<file path="src/rtl/alu_packet_engine.sv">
// Command engine between the UART receiver and transmitter inside uart_alu.
// Parses length-framed packets from the RX byte stream, executes ECHO / ADD32 /
// SUB32 and streams response bytes to the transmitter over valid/ready.
// RX is never back-pressured: bytes that cannot be taken are dropped with an error pulse.
module alu_packet_engine #(
    parameter logic [7:0] OPC_ECHO = 8'hEC,
    parameter logic [7:0] OPC_ADD  = 8'hAD,
    parameter logic [7:0] OPC_SUB  = 8'h5B
) (
    input  logic       clk_i,
    input  logic       rst_i,
    input  logic [7:0] rx_data_i,
    input  logic       rx_valid_i,
    output logic [7:0] tx_data_o,
    output logic       tx_valid_o,
    input  logic       tx_ready_i,
    output logic       busy_o,
    output logic       error_o
);

    typedef enum logic [2:0] {
        S_IDLE,
        S_RSVD,
        S_LEN_LO,
        S_LEN_HI,
        S_PAYLOAD,
        S_DRAIN,
        S_RESP
    } state_t;

    state_t      state;
    logic [7:0]  opcode;
    logic [7:0]  len_lo;
    logic [15:0] rem;         // payload bytes still expected
    logic [23:0] word;        // lower three bytes of the operand being assembled
    logic [1:0]  bidx;        // byte position within the current operand
    logic        first_word;
    logic [31:0] acc;
    logic [1:0]  ridx;        // response byte currently presented
    logic [7:0]  tx_data;
    logic        tx_valid;
    logic        error;

    logic [15:0] len_full;
    logic [15:0] len_pay;
    logic [31:0] full_word;
    logic [31:0] acc_next;
    logic        handshake;
    logic        is_arith;

    assign len_full  = {rx_data_i, len_lo};
    assign len_pay   = len_full - 16'd4;
    assign full_word = {rx_data_i, word};
    assign handshake = tx_valid && tx_ready_i;
    assign is_arith  = (opcode == OPC_ADD) || (opcode == OPC_SUB);

    assign tx_data_o  = tx_data;
    assign tx_valid_o = tx_valid;
    assign busy_o     = (state != S_IDLE);
    assign error_o    = error;

    // Accumulator update applied when the fourth byte of an operand arrives
    always_comb begin
        if (first_word) begin
            acc_next = full_word;
        end else if (opcode == OPC_SUB) begin
            acc_next = acc - full_word;
        end else begin
            acc_next = acc + full_word;
        end
    end

    // Packet parser, executor and response sequencer
    always_ff @(posedge clk_i) begin
        if (!rst_i) begin
            state      <= S_IDLE;
            opcode     <= '0;
            len_lo     <= '0;
            rem        <= '0;
            word       <= '0;
            bidx       <= '0;
            first_word <= 1'b1;
            acc        <= '0;
            ridx       <= '0;
            tx_data    <= '0;
            tx_valid   <= 1'b0;
            error      <= 1'b0;
        end else begin
            error <= 1'b0;
            case (state)
                S_IDLE: begin
                    if (rx_valid_i) begin
                        opcode <= rx_data_i;
                        state  <= S_RSVD;
                    end
                end
                S_RSVD: begin
                    if (rx_valid_i) state <= S_LEN_LO;
                end
                S_LEN_LO: begin
                    if (rx_valid_i) begin
                        len_lo <= rx_data_i;
                        state  <= S_LEN_HI;
                    end
                end
                S_LEN_HI: begin
                    if (rx_valid_i) begin
                        rem        <= len_pay;
                        bidx       <= '0;
                        word       <= '0;
                        first_word <= 1'b1;
                        acc        <= '0;
                        if (len_full < 16'd4) begin
                            error <= 1'b1;
                            state <= S_IDLE;
                        end else if (len_full == 16'd4) begin
                            state <= S_IDLE;
                        end else if (opcode == OPC_ECHO) begin
                            state <= S_PAYLOAD;
                        end else if (is_arith) begin
                            if ((len_pay[1:0] != 2'd0) || (len_full < 16'd12)) begin
                                error <= 1'b1;
                                state <= S_DRAIN;
                            end else begin
                                state <= S_PAYLOAD;
                            end
                        end else begin
                            error <= 1'b1;
                            state <= S_DRAIN;
                        end
                    end
                end
                S_PAYLOAD: begin
                    if (opcode == OPC_ECHO) begin
                        // A new byte may refill the hold in the same cycle the old one leaves
                        if (rx_valid_i && (rem != 16'd0)) begin
                            rem <= rem - 16'd1;
                            if (!tx_valid || tx_ready_i) begin
                                tx_data  <= rx_data_i;
                                tx_valid <= 1'b1;
                            end else begin
                                error <= 1'b1;
                            end
                        end else begin
                            if (rx_valid_i) error <= 1'b1;
                            if (handshake) tx_valid <= 1'b0;
                            if ((rem == 16'd0) && (!tx_valid || tx_ready_i)) state <= S_IDLE;
                        end
                    end else if (rx_valid_i) begin
                        rem  <= rem - 16'd1;
                        bidx <= bidx + 2'd1;
                        case (bidx)
                            2'd0: word[7:0]   <= rx_data_i;
                            2'd1: word[15:8]  <= rx_data_i;
                            2'd2: word[23:16] <= rx_data_i;
                            default: begin
                                acc        <= acc_next;
                                first_word <= 1'b0;
                            end
                        endcase
                        // Payload is a whole number of words, so the last byte always completes one
                        if (rem == 16'd1) begin
                            state    <= S_RESP;
                            ridx     <= '0;
                            tx_data  <= acc_next[7:0];
                            tx_valid <= 1'b1;
                        end
                    end
                end
                S_DRAIN: begin
                    if (rx_valid_i) begin
                        rem <= rem - 16'd1;
                        if (rem == 16'd1) state <= S_IDLE;
                    end
                end
                S_RESP: begin
                    if (rx_valid_i) error <= 1'b1;
                    if (handshake) begin
                        ridx <= ridx + 2'd1;
                        case (ridx)
                            2'd0: tx_data <= acc[15:8];
                            2'd1: tx_data <= acc[23:16];
                            2'd2: tx_data <= acc[31:24];
                            default: begin
                                tx_valid <= 1'b0;
                                state    <= S_IDLE;
                            end
                        endcase
                    end
                end
                default: state <= S_IDLE;
            endcase
        end
    end

endmodule

</file>
<file path="config.mk">
export PLATFORM = sky130hd
export DESIGN_NAME = alu_packet_engine
export DESIGN_NICKNAME = d
export VERILOG_FILES = /design/src/rtl/alu_packet_engine.sv
export SDC_FILE = /design/constraint.sdc
export NUM_CORES = 1
export LEC_CHECK = 0
export BUFFER_PORTS_ARGS = -buffer_cell sky130_fd_sc_hd__buf_4
export CAP_MARGIN = 20
export CORE_MARGIN = 4
export CORE_UTILIZATION = 64
export DETAILED_ROUTE_END_ITERATION = 8
export PLACE_DENSITY = 0.9
export SYNTH_ARGS = -nofsm -noshare
export SYNTH_HDL_FRONTEND = slang
export SYNTH_SLANG_ARGS = --single-unit
</file>
<file path="constraint.sdc">
create_clock -name clk_i -period 4.2 [get_ports clk_i]
set_input_delay 0.42 -clock clk_i [delete_from_list [all_inputs] [get_ports clk_i]]
set_output_delay 0.42 -clock clk_i [all_outputs]
set_load 0.02 [all_outputs]
</file>
==> results of run 1 <==
==> stage by stage <==
step                      hold slack (ps)  instances  TNS (ps)  worst slack, ps
after detailed placement              461       1196         0              150
after floorplan                       440       1059         0              492
after CTS                             376       1211         0              129
after global routing                  393       1212     -20.2            -20.2
after global placement                443       1196         0              191
final                                 389       1212         0              248
==> cell usage after synthesis, drive strengths merged, types with 21 or more instances <==
cell and count:
a21oi 119, a22oi 21, clkbuf 51, dfxtp 106, ha 45, inv 29
nand2 119, nand3 26, nand4 29, nor2 116, nor3 30, o21ai 56
xnor2 49
==> placed cells by master, fill, tap and decap left out, types with 7 or more instances in the layout <==
master,Yosys,routed
o211ai_1,7,7
xor2_1,19,19
inv_1,28,27
o21ai_0,52,50
ha_1,45,45
and3_1,8,7
nor2b_1,18,18
nor3_1,27,27
xnor2_1,49,49
dfxtp_1,106,106
a211oi_1,20,20
nor4_1,14,12
a21o_1,17,17
a31oi_1,12,12
mux2i_1,14,14
nand4_1,29,29
nor2_1,116,114
a22oi_1,21,21
nand3_1,25,25
a221oi_1,8,8
clkbuf_16,0,9
nand2_1,118,118
o21a_1,9,9
a21oi_1,119,116
o22ai_1,20,20
buf_4,1,38
==> layout make-up <==
type                    instances  area share (%)
flip-flops and latches        106            25.1
well taps                     168            2.49
multi-input cells             854            64.1
clock buffers                  10            2.71
clock inverters                 5           0.666
inverters                      29            1.29
repair buffers                 40            3.67
==> power by group through the flow <==
stage               clock, mW  sequential (mW)  combinational (mW)
floorplan                   0             1.06               0.238
finish                  0.858             1.05               0.306
global route            0.892             1.05               0.332
CTS                     0.856             1.04               0.298
detailed placement          0             1.07               0.296
global placement            0             1.07               0.291
==> timing repair <==
| item | 4_1_cts | 5_1_grt |
|---|---|---|
| endpoints found under the hold margin | 0 | 0 |
| gates resized for setup | 0 | 12 |
| setup endpoints to repair | 0 | 9 |
==> sequential cells by signal, summed over array words and instances, names as in the netlist <==
name and cells:
state 3, opcode 8, rem 16, error_o 1, len_lo 8, tx_valid_o 1
acc 32, tx_data_o 8, first_word 1, ridx 2, word 24, bidx 2
==> critical path: stages (launching register included) <==
cell,delay (ps)
dfxtp_1,390
nor4_4,380
nand2_1,110
nor2_2,170
a31oi_1,140
xnor2_1,150
ha_1,370
and3_1,260
nand4_1,220
a2111oi_4,350
o41ai_2,90
buf_4,160
o21ai_1,270
a41oi_1,240
or4_1,510
nand3_1,90
==> final timing paths <==
kind / to / slack (ps) / cells past startpoint
max: acc[29]$_SDFFE_PN0P_ / 250 / 15
min: first_word$_SDFFE_PN1P_ / 390 / 2
max reg2reg: acc[29]$_SDFFE_PN0P_ / 250 / 15
min reg2reg: tx_data_o[2]$_SDFFE_PN0P_ / 470 / 2
==> cell families (layout without fill, tap and decap cells) <==
kind of cell | after synthesis | after routing | synth area share [%]
muxes | 21 | 21 | 2.77
and+or+nand+nor | 398 | 398 | 24.7
buffers and inverters | 99 | 84 | 5.58
AOI/OAI and AO/OA | 321 | 321 | 25.3
adders and majority gates | 46 | 46 | 7.36
xor gates and xnor gates | 68 | 68 | 7.52
DFF | 106 | 106 | 26.8
==> routing by layer <==
| layer | global-route usage, % | share of wire [%] | routed length [microns] |
|---|---|---|---|
| met2 | 50.7 | 45 | 10600 |
| met5 | 0 | 0 | 0 |
| met3 | 8.31 | 9.5 | 2220 |
| met1 | 42.6 | 40 | 9490 |
| met4 | 15.5 | 4.8 | 1120 |
==> results list, run 1 <==
* Run status: finished, final reports clean
* CTS Hold Bufs: 0
- TritonCTS created 9 clock buffers.
* Placement-stage cell area: 8110 sq um
* Synthesized area: roughly 8000 sq um
- Slew at the pin closest to its max-slew limit: 834 ps
* Clock power frac: 38.8%
- After routing the design area is 8450 sq um.
* Worst min-delay path category: in -> reg
- Launch point of the critical path: word[2]$_SDFFE_PN0P_
- The count of pins over their slew limit was 0.
* Maximum net fanout on the critical path: 7
- The tool flagged a number of max-cap violations equal to 0.
* Post-synthesis sequential area ratio: ~27%
* Yosys synthesis warning count: 0
- In this run the vertical extent of the chip is 119 microns.
- Across the VDD grid, the largest voltage drop is 0.268 mV.
- Crit path capture type: flip-flop
- The post-route netlist has 8.81% of its cells at a drive strength greater than 1.
- Counting every net in the synthesized netlist gives 1117.
- The number of global-route vias before repair was 7586.
- After technology mapping, the gate count stands at ~1100.
- Leakage Power: 3.18 nW
* Required arrival time at the worst endpoint: 4500 ps
* WP data arrival: ~4300 ps
- Cells fill 70.1% of the core in the end.
* Post-layout power: 2.21 mW
- Clock-pin slew reported for the worst setup and hold paths after clock tree synthesis: ~70 ps
* DRC: 0
- Row count: 40
* Critical R2R Launch: word[2]$_SDFFE_PN0P_
- The critical path is of the reg -> reg type.
- The clock reaches the later pin of the worst-skew pair after 360 ps.
- Setup violations remaining at the end of the flow were counted as 0.
- Fill cells in the final layout number 979.
- Share of synthesized flip-flops with an asynchronous set or reset: 0%
- Detailed routing inserted a total of just over 8000 vias.
* Nature of the critical path startpoint: flip-flop
- Internal power contribution: 1.59 mW
* Bufs on Longest Clock Path: 2
* Clock tree skew after final layout: just under 9 ps
* Start point of the worst min-delay path: rst_i
* Global placement routability congestion: 1.01
* Avg Vias per Cell: 6.78
- The first global-routing pass estimated 38000 microns of wire.
* Count of state elements after synthesis: 106
- Boundary Pins: 23
- TritonCTS built the clock tree.
* Final critical-path required period: 3950 ps
- In this run the number of H-tree levels came out at 3.
* Initial core utilization: 65.6%
- Horizontal die dimension: 119 microns
* Core Box Area: 12100 sq um
- Number of design-rule violations left by the first detailed-router iteration: approximately 1100
- Total overflow reported by the global router: 0
- Counting distinct cell types in the post-synthesis netlist gives 78.
- PD cells: 261 nW/um^2
* Number of nets still failing antenna checks after routing: 0
* Switching share of total power: 28.0%
- The clock net in this run drives a total of 106 sinks.
* Antenna diode count: 0
- Combinational cells account for ~14% of the total power.
- Initial antenna violation count: 0
- Aggregate routed wire length: 23500 microns
- Number of enable flip-flop cells after synthesis: 0
- Input and output buffers added on the ports amount to 22.
- Switching Power: 620 uW
* Main synth FF type: dfxtp_1
- Final-report hold violation count: 0
* Total routing resource utilization after global routing: 32.8%
- After detailed routing, the average wire length per cell comes to between 15 and 20 microns.
- In the final design database the tool counted approximately 1100 nets.
- Of all cell types, the one taking the most synthesized area is dfxtp_1.
* Fraction of the cycle the final worst path needs: between 90% and 100%
* HPWL after DPL: about 17000 microns
- Entering global routing, the biggest net connects 73 pins.
* Largest cells by area after synthesis: dfxtp_1 (27%), a21oi_1 (7.5%), ha_1 (7.1%), nand2_1 (5.6%), nor2_1 (5.5%)
- Multi-input combinational cell area: 5420 sq um
- After synthesis, the mean cell area works out to roughly 7.5 sq um.
- Derived from the worst setup path, the maximum achievable clock frequency is 253 MHz.
- The first TritonRoute pass finished after 6 iterations.
- The die covers 14200 sq um.
- Registers take approximately 2100 sq um.
- In this run, flip-flops and latches consume approximately 47% of the power.
* # Post-CTS Setup Buffers: 0
- The cell sitting at the root of the clock tree is a clkbuf_16.
- In this run the biggest area consumer among cell types represents 26.8% of the synthesized area.
* Relative slew slack: ~44%
- From synthesis to final layout, the design area changed by 6.75%.
Power figures use the tool's default switching activity.
==> run 2, diff against run 1 <==
--- a/config.mk
+++ b/config.mk
@@ -8,9 +8,10 @@
 export BUFFER_PORTS_ARGS = -buffer_cell sky130_fd_sc_hd__buf_4
 export CAP_MARGIN = 20
 export CORE_MARGIN = 4
-export CORE_UTILIZATION = 64
+export CORE_UTILIZATION = 65
 export DETAILED_ROUTE_END_ITERATION = 8
-export PLACE_DENSITY = 0.9
+export PLACE_DENSITY = 0.91
+export SETUP_SLACK_MARGIN = 0.02
 export SYNTH_ARGS = -nofsm -noshare
 export SYNTH_HDL_FRONTEND = slang
 export SYNTH_SLANG_ARGS = --single-unit
==> constraint.sdc (replaced) <==
create_clock -name clk_i -period 4.8 [get_ports clk_i]
set_input_delay 0.96 -clock clk_i [delete_from_list [all_inputs] [get_ports clk_i]]
set_output_delay 0.96 -clock clk_i [all_outputs]
set_load 0.02 [all_outputs]
==> results list, run 2 (synthesized netlist as in run 1, its figures left out) <==
- Run status: finished, final reports clean
* Register with the highest flop count: acc
* Total routing resource utilization after global routing: 33.0%
* WP data arrival: 4470 ps
- Using the TritonRoute via totals, the vias-per-cell ratio works out to 6.84.
* Inserted Clock Buffers: 9
* Final non-filler cell area: 8350 sq um
* Share of cells above drive strength 1: under 10%
* Placed Cells incl. Taps: 1167
- The library cell used most frequently in the layout, excluding fill and tap cells, is a21oi_1.
- The clock passes through at most 2 buffers.
- Drt first pass iters: 5
- Antenna diode count: 0
- Clock latency on the worst-skew pair, taken at its later pin, is 370 ps.
* Final setup violating endpoints: 0
* Routed vias: 8097
* Unrepaired setup endpoints after global routing: no
- Boundary Pins: 23
- Initial antenna violation count: 0
* Horizontal die dimension: 118 microns
- CP dominant cell by count: o22ai_1
* Row count: 40
- Critical Path Max Stage Delay: around 630 ps
- Compared with the post-synthesis result, the final layout area differs by 5.44%.
* Top flop regs: acc x32, word x24, rem x16
- TritonCTS built the clock tree.
- Worst min-delay path category: reg -> reg
- The worst setup path is captured at a flip-flop.
- Critical Path Slowest Stage Cell: o41ai_2
* Critical R2R Launch: word[2]$_SDFFE_PN0P_
* Start point of the worst min-delay path: tx_data_o[2]$_SDFFE_PN0P_
* Commonest cells after routing, fill and taps aside: a21oi_1 (119), nand2_1 (118), nor2_1 (115)
- In this run the critical register-to-register path is captured at acc[25]$_SDFFE_PN0P_.
- Vias in the first global route: 7689
- Core Box Area: roughly 12000 sq um
- The count of endpoints failing hold in the final timing report came to 0.
- Dividing total power by cell area gives a power density of 244 nW/um^2.
* Wire length of the first global-routing pass: approximately 38000 microns
* # Post-CTS Setup Buffers: 0
- Relative slew slack: 39.5%
- The signal on the critical path passes through nor4_2 > nand2_1 > nor2_1 > a21oi_1 > xnor2_1 > ha_1 > a21o_1 > a221oi_1 > o22ai_1 > o41ai_2 > o21ai_1 > a41oi_1 > xor2_1 > o22ai_1.
- Fraction of the cycle the final worst path needs: 88.2%
* Worst R2R Setup Slack: 570 ps
- Post-route non-filler standard cell count: 1184
* Max-capacitance violation count: 0
- The worst setup path is of the reg -> reg kind.
* Die extent in y: 118 microns
- Nature of the critical path startpoint: flip-flop
- Launch point of the critical path: word[2]$_SDFFE_PN0P_
- Hold endpoint: tx_data_o[2]$_SDFFE_PN0P_
- Number of design-rule violations left by the first detailed-router iteration: 1053
* Initial core utilization: 66.2%
- Maximum vdd ir drop: between 0.2 and 0.3 mV
- The congestion estimate from routability-driven global placement came to between 1 and 1.5.
* HPWL after DPL: 16400 microns
- CTS-repair resized insts: 0
- Clock tree skew after final layout: 13.5 ps
- Post-route core utilization: ~70%
* Count of port buffers added during placement: 22
* Hold Path Depth: 2
- For this design the static power due to leakage is 3.14 nW.
- The routed design has 23400 microns of wire.
* Final layout net count: 1090
- Counting I/O delays and the setup requirement, the final critical path takes 4230 ps.
- Before CTS, the worst setup slack after placement is 764 ps.
- Clock tree synthesis selected as its root buffer the cell clkbuf_16.
* Total overflow reported by the global router: 0
- The clock net in this run drives a total of roughly 110 sinks.
* Placement-stage cell area: about 8000 sq um
- Clock-pin slew reported for the worst setup and hold paths after clock tree synthesis: 80 ps
- Maximum clock rate: 236 MHz
* CTS Hold Bufs: 0
- In the routed design, unresolved DRC markers number 0.
* Max H-tree Level: 3
- The die covers 14000 sq um.
* Largest register FFs: 32
* Length in cells of the worst reg-to-reg path: 14
* Maximum number of pins on one net before global-route repair: 57
* Per-cell routed wire length: 19.7 microns
- Fin worst setup slack: 569 ps
- Maximum net fanout on the critical path: 7
* Number of nets still failing antenna checks after routing: 0
- For the pin with the worst max-slew slack, the measured transition is 907 ps.
* Required arrival time at the worst endpoint: 5040 ps
* Max Transition Viols Final: 0
- In the final timing run, aggregate negative setup slack is 0 ps.
run 2: cell types whose count changed in the layout (fill, tap and decap cells not counted), sizes merged:
cell,before,now
buf,40,32
bufinv,1,2
clkinv,3,1
clkinvlp,1,0
inv,29,32
run 2: layer usage:
metal | share of wire, % | track usage, % | up-vias | routed length (microns)
met5 | 0 | 0 | - | 0
met4 | 5.6 | 18.9 | 0 | 1300
met3 | 9.2 | 8.09 | 113 | 2150
met2 | 46 | 52.6 | 433 | 10700
met1 | 40 | 40.5 | 3774 | 9230
li1 | - | - | 3777 | -
run 2: cell type report:
class                      instances  area [sq um]
fill                             968          3610
sequential                       106          2120
multi-input combinational        854          5360
timing repair buffer              32           238
inverter                          29           109
tap                              147           184
clock buffer                      10           239
clock inverter                     6          95.1
run 2: power breakdown:
group	leakage (nW)	switching (mW)	total, mW	internal, mW
combinational	2.12	0.172	0.265	0.0937
sequential	0.856	0.0217	0.915	0.893
clock	0.164	0.374	0.853	0.479
total	3.14	0.567	2.03	1.47
run 2: worst max-delay path by stage:
| stage | to | cells past startpoint |
|---|---|---|
| after floorplan | acc[25]$_SDFFE_PN0P_ | 15 |
| after global placement | acc[25]$_SDFFE_PN0P_ | 14 |
| after detailed placement | acc[30]$_SDFFE_PN0P_ | 15 |
| after CTS | acc[25]$_SDFFE_PN0P_ | 14 |
| after global routing | acc[25]$_SDFFE_PN0P_ | 14 |
| final | acc[25]$_SDFFE_PN0P_ | 14 |
run 2: worst max-delay path, delay by kind of cell (launching register included):
kind	cells	cell delay [ps]
XOR/XNOR	2	350
AND/OR/NAND/NOR	3	760
flip-flops	1	380
adder cells (fa/ha/maj)	1	360
AO/OA/AOI/OAI	8	2250
run 2: stage by stage:
| step | hold WS (ps) | power, mW |
|---|---|---|
| 6_report | 459 | 2.03 |
| 5_1_grt | 493 | 2.10 |
| 4_1_cts | 460 | 2.02 |
| 3_5_place_dp | 451 | 1.19 |
| 3_3_place_gp | 443 | 1.18 |
| 2_1_floorplan | 440 | 1.13 |
==> run 3, diff against run 2 <==
--- a/config.mk
+++ b/config.mk
@@ -8,9 +8,10 @@
 export BUFFER_PORTS_ARGS = -buffer_cell sky130_fd_sc_hd__buf_4
 export CAP_MARGIN = 20
 export CORE_MARGIN = 4
-export CORE_UTILIZATION = 65
+export CORE_UTILIZATION = 40
 export DETAILED_ROUTE_END_ITERATION = 8
-export PLACE_DENSITY = 0.91
+export PLACE_DENSITY = 0.63
+export REMOVE_ABC_BUFFERS = 1
 export SETUP_SLACK_MARGIN = 0.02
 export SYNTH_ARGS = -nofsm -noshare
 export SYNTH_HDL_FRONTEND = slang
==> results list, run 3 (synthesized netlist as in run 1, its figures left out) <==
- Per-cell routed wire length: 18.6 microns
* Hold Path Depth: 2
- The clock reaches the later pin of the worst-skew pair after 360 ps.
* Leakage Power: 3.14 nW
* Final layout net count: 1093
- Run status: finished, final reports clean
- Initial antenna violation count: 0
- PD cells: 228 nW/um^2
- CTS sink cnt: 106
- Inserted Clock Buffers: 9
* Critical Path Max Stage Delay: between 500 and 600 ps
- By startpoint and endpoint, the worst setup path is classified as reg -> reg.
- Once detailed placement completed, the half-perimeter wirelength came to 17400 microns.
- The tightest min-delay check is of the reg -> reg type.
- Area of the die: about 22000 sq um
* CTS-repair resized insts: 0
* Post-route non-filler standard cell count: 1305
* # Post-CTS Setup Buffers: 0
- TritonCTS built the clock tree.
- The worst register-to-register path has a depth of 13.
* Maximum net fanout on the critical path: 7
- In this run the deepest clock path goes through 2 buffers.
- Top flop regs: acc x32, word x24, rem x16
- Horizontal die dimension: 149 microns
* Wire length of the first global-routing pass: 38600 microns
* Largest register FFs: 32
- The number of placed instances, taps included, is 1288.
- The tree is rooted in a clkbuf_16.
* Register with the highest flop count: acc
- WP data arrival: 4600 ps
- Number of nets still failing antenna checks after routing: 0
- The startpoint identified for the worst register-to-register timing path is word[2]$_SDFFE_PN0P_.
- In the routed design, unresolved DRC markers number 0.
- Vias in the first global route: 6964
- Maximum clock rate: around 230 MHz
* Row count: 51
- CTS Hold Bufs: 0
* Boundary Pins: 23
- Initial core utilization: 40.7%
* Crit path capture type: flip-flop
- Fraction of the cycle the final worst path needs: between 80% and 90%
* Worst reg2reg path endpoint: acc[30]$_SDFFE_PN0P_
- After routing, the total negative slack on setup checks comes to 0 ps.
- Final-report hold violation count: 0
- The worst hold path terminates at tx_data_o[2]$_SDFFE_PN0P_.
* Antenna diode count: 0
- Max H-tree Level: 3
- Slew at the pin closest to its max-slew limit: just over 900 ps
- Routed vias: 7807
- Avg Vias per Cell: 5.98
* GR Util met3: 2.56%
- Global placement routability congestion: 0.905
- Subtracting the final worst setup slack from the clock period gives 4320 ps.
- The count of pins over their slew limit is 0.
* Relative slew slack: between 30 and 40%
* Maximum number of pins on one net before global-route repair: 81
- Share of cells above drive strength 1: 7.88%
- Layer with the highest usage after global routing: met2
* Required arrival time at the worst endpoint: 5080 ps
- The floorplan step set the die height to 149 microns.
- Met1 track demand over resource in global routing: 30.6%
- The startpoint identified for the worst hold timing path is tx_data_o[2]$_SDFFE_PN0P_.
- After the first detailed-routing iteration, the DRC count stood at 813.
- IR analysis of the VDD net gives a maximum drop of around 0.13 mV.
* Core Box Area: 19500 sq um
- Compared with the post-synthesis result, the final layout area differs by 7.08%.
* Worst R2R Setup Slack: about 480 ps
- Count of port buffers added during placement: 22
- Drt first pass iters: 6
- Post-layout power: 1.93 mW
- Leaving out fill and tap cells, the most frequent cell in the layout is a21oi_1.
- Cell-by-cell trace of the critical path: nor4_2 > nand4_1 > or3_1 > o22ai_1 > xor2_1 > ha_1 > nand2_1 > nor4_1 > nand3_1 > o21ai_0 > a221oi_1 > xor2_1 > a221oi_1
- Clock-pin slew reported for the worst setup and hold paths after clock tree synthesis: ~80 ps
- Total overflow reported by the global router: 0
- STA classifies the critical path startpoint as a flip-flop.
* Unrepaired setup endpoints after global routing: no
* Clock tree skew after final layout: roughly 7.7 ps
- On the critical path, the stage with the largest delay is an instance of o21ai_0.
* M2 GR Usage: 34.2%
- Commonest cells after routing, fill and taps aside: a21oi_1 (119), nand2_1 (118), nor2_1 (115)
- Aggregate routed wire length: 24300 microns
* Total routing resource utilization after global routing: a little over a fifth
- Final setup violating endpoints: 0
- Max-capacitance violation count: 0
- Launch point of the critical path: word[2]$_SDFFE_PN0P_
[run 3: critical path: cells and delay by family, from the launching register on]
| family | cells | cell delay [ps] |
|---|---|---|
| AND/OR/NAND/NOR | 6 | 1960 |
| adder cells (fa/ha/maj) | 1 | 410 |
| flip-flops | 1 | 380 |
| AO/OA/AOI/OAI | 4 | 1180 |
| XOR/XNOR | 2 | 310 |
[run 3: how the worst max path moves through the flow]
stage / to / slack (ps) / depth (start not counted)
after global routing: acc[30]$_SDFFE_PN0P_ / 200 / 15
after detailed placement: acc[30]$_SDFFE_PN0P_ / 630 / 13
after global placement: acc[30]$_SDFFE_PN0P_ / 670 / 13
final: acc[30]$_SDFFE_PN0P_ / 480 / 13
after CTS: acc[30]$_SDFFE_PN0P_ / 580 / 13
after floorplan: acc[29]$_SDFFE_PN0P_ / 430 / 7
[run 3: area by class of cell]
class,instances,area (sq um)
multi-input combinational,854,5360
tap,265,332
inverter,29,109
clock buffer,9,225
fill,2012,11000
sequential,106,2120
timing repair buffer,35,273
clock inverter,7,56.3
[run 3: power breakdown]
group	internal (mW)	leakage [nW]	switching (mW)	total (mW)
combinational	0.0949	2.14	0.171	0.266
clock	0.363	0.143	0.388	0.751
sequential	0.893	0.856	0.0207	0.914
total	1.35	3.14	0.580	1.93
[run 3: metal layers]
metal  routed length, microns  part of all wire (%)  vias to the layer above
li1                         -                     -                     3792
met1                    11200                    46                     3701
met2                    11200                    46                      267
met3                     1220                   5.0                       47
met4                      665                   2.7                        0
met5                        0                     0                        -
[run 3: per-stage QoR]
step | setup slack [ps] | area (sq um) | util [%] | hold slack, ps
floorplan | 425 | 7580 | - | 440
global placement | 665 | 8190 | 42.1 | 445
detailed placement | 628 | 8190 | 42.1 | 455
CTS | 583 | 8470 | 43.5 | 466
global route | 201 | 8480 | 43.6 | 494
finish | 481 | 8480 | 43.6 | 461
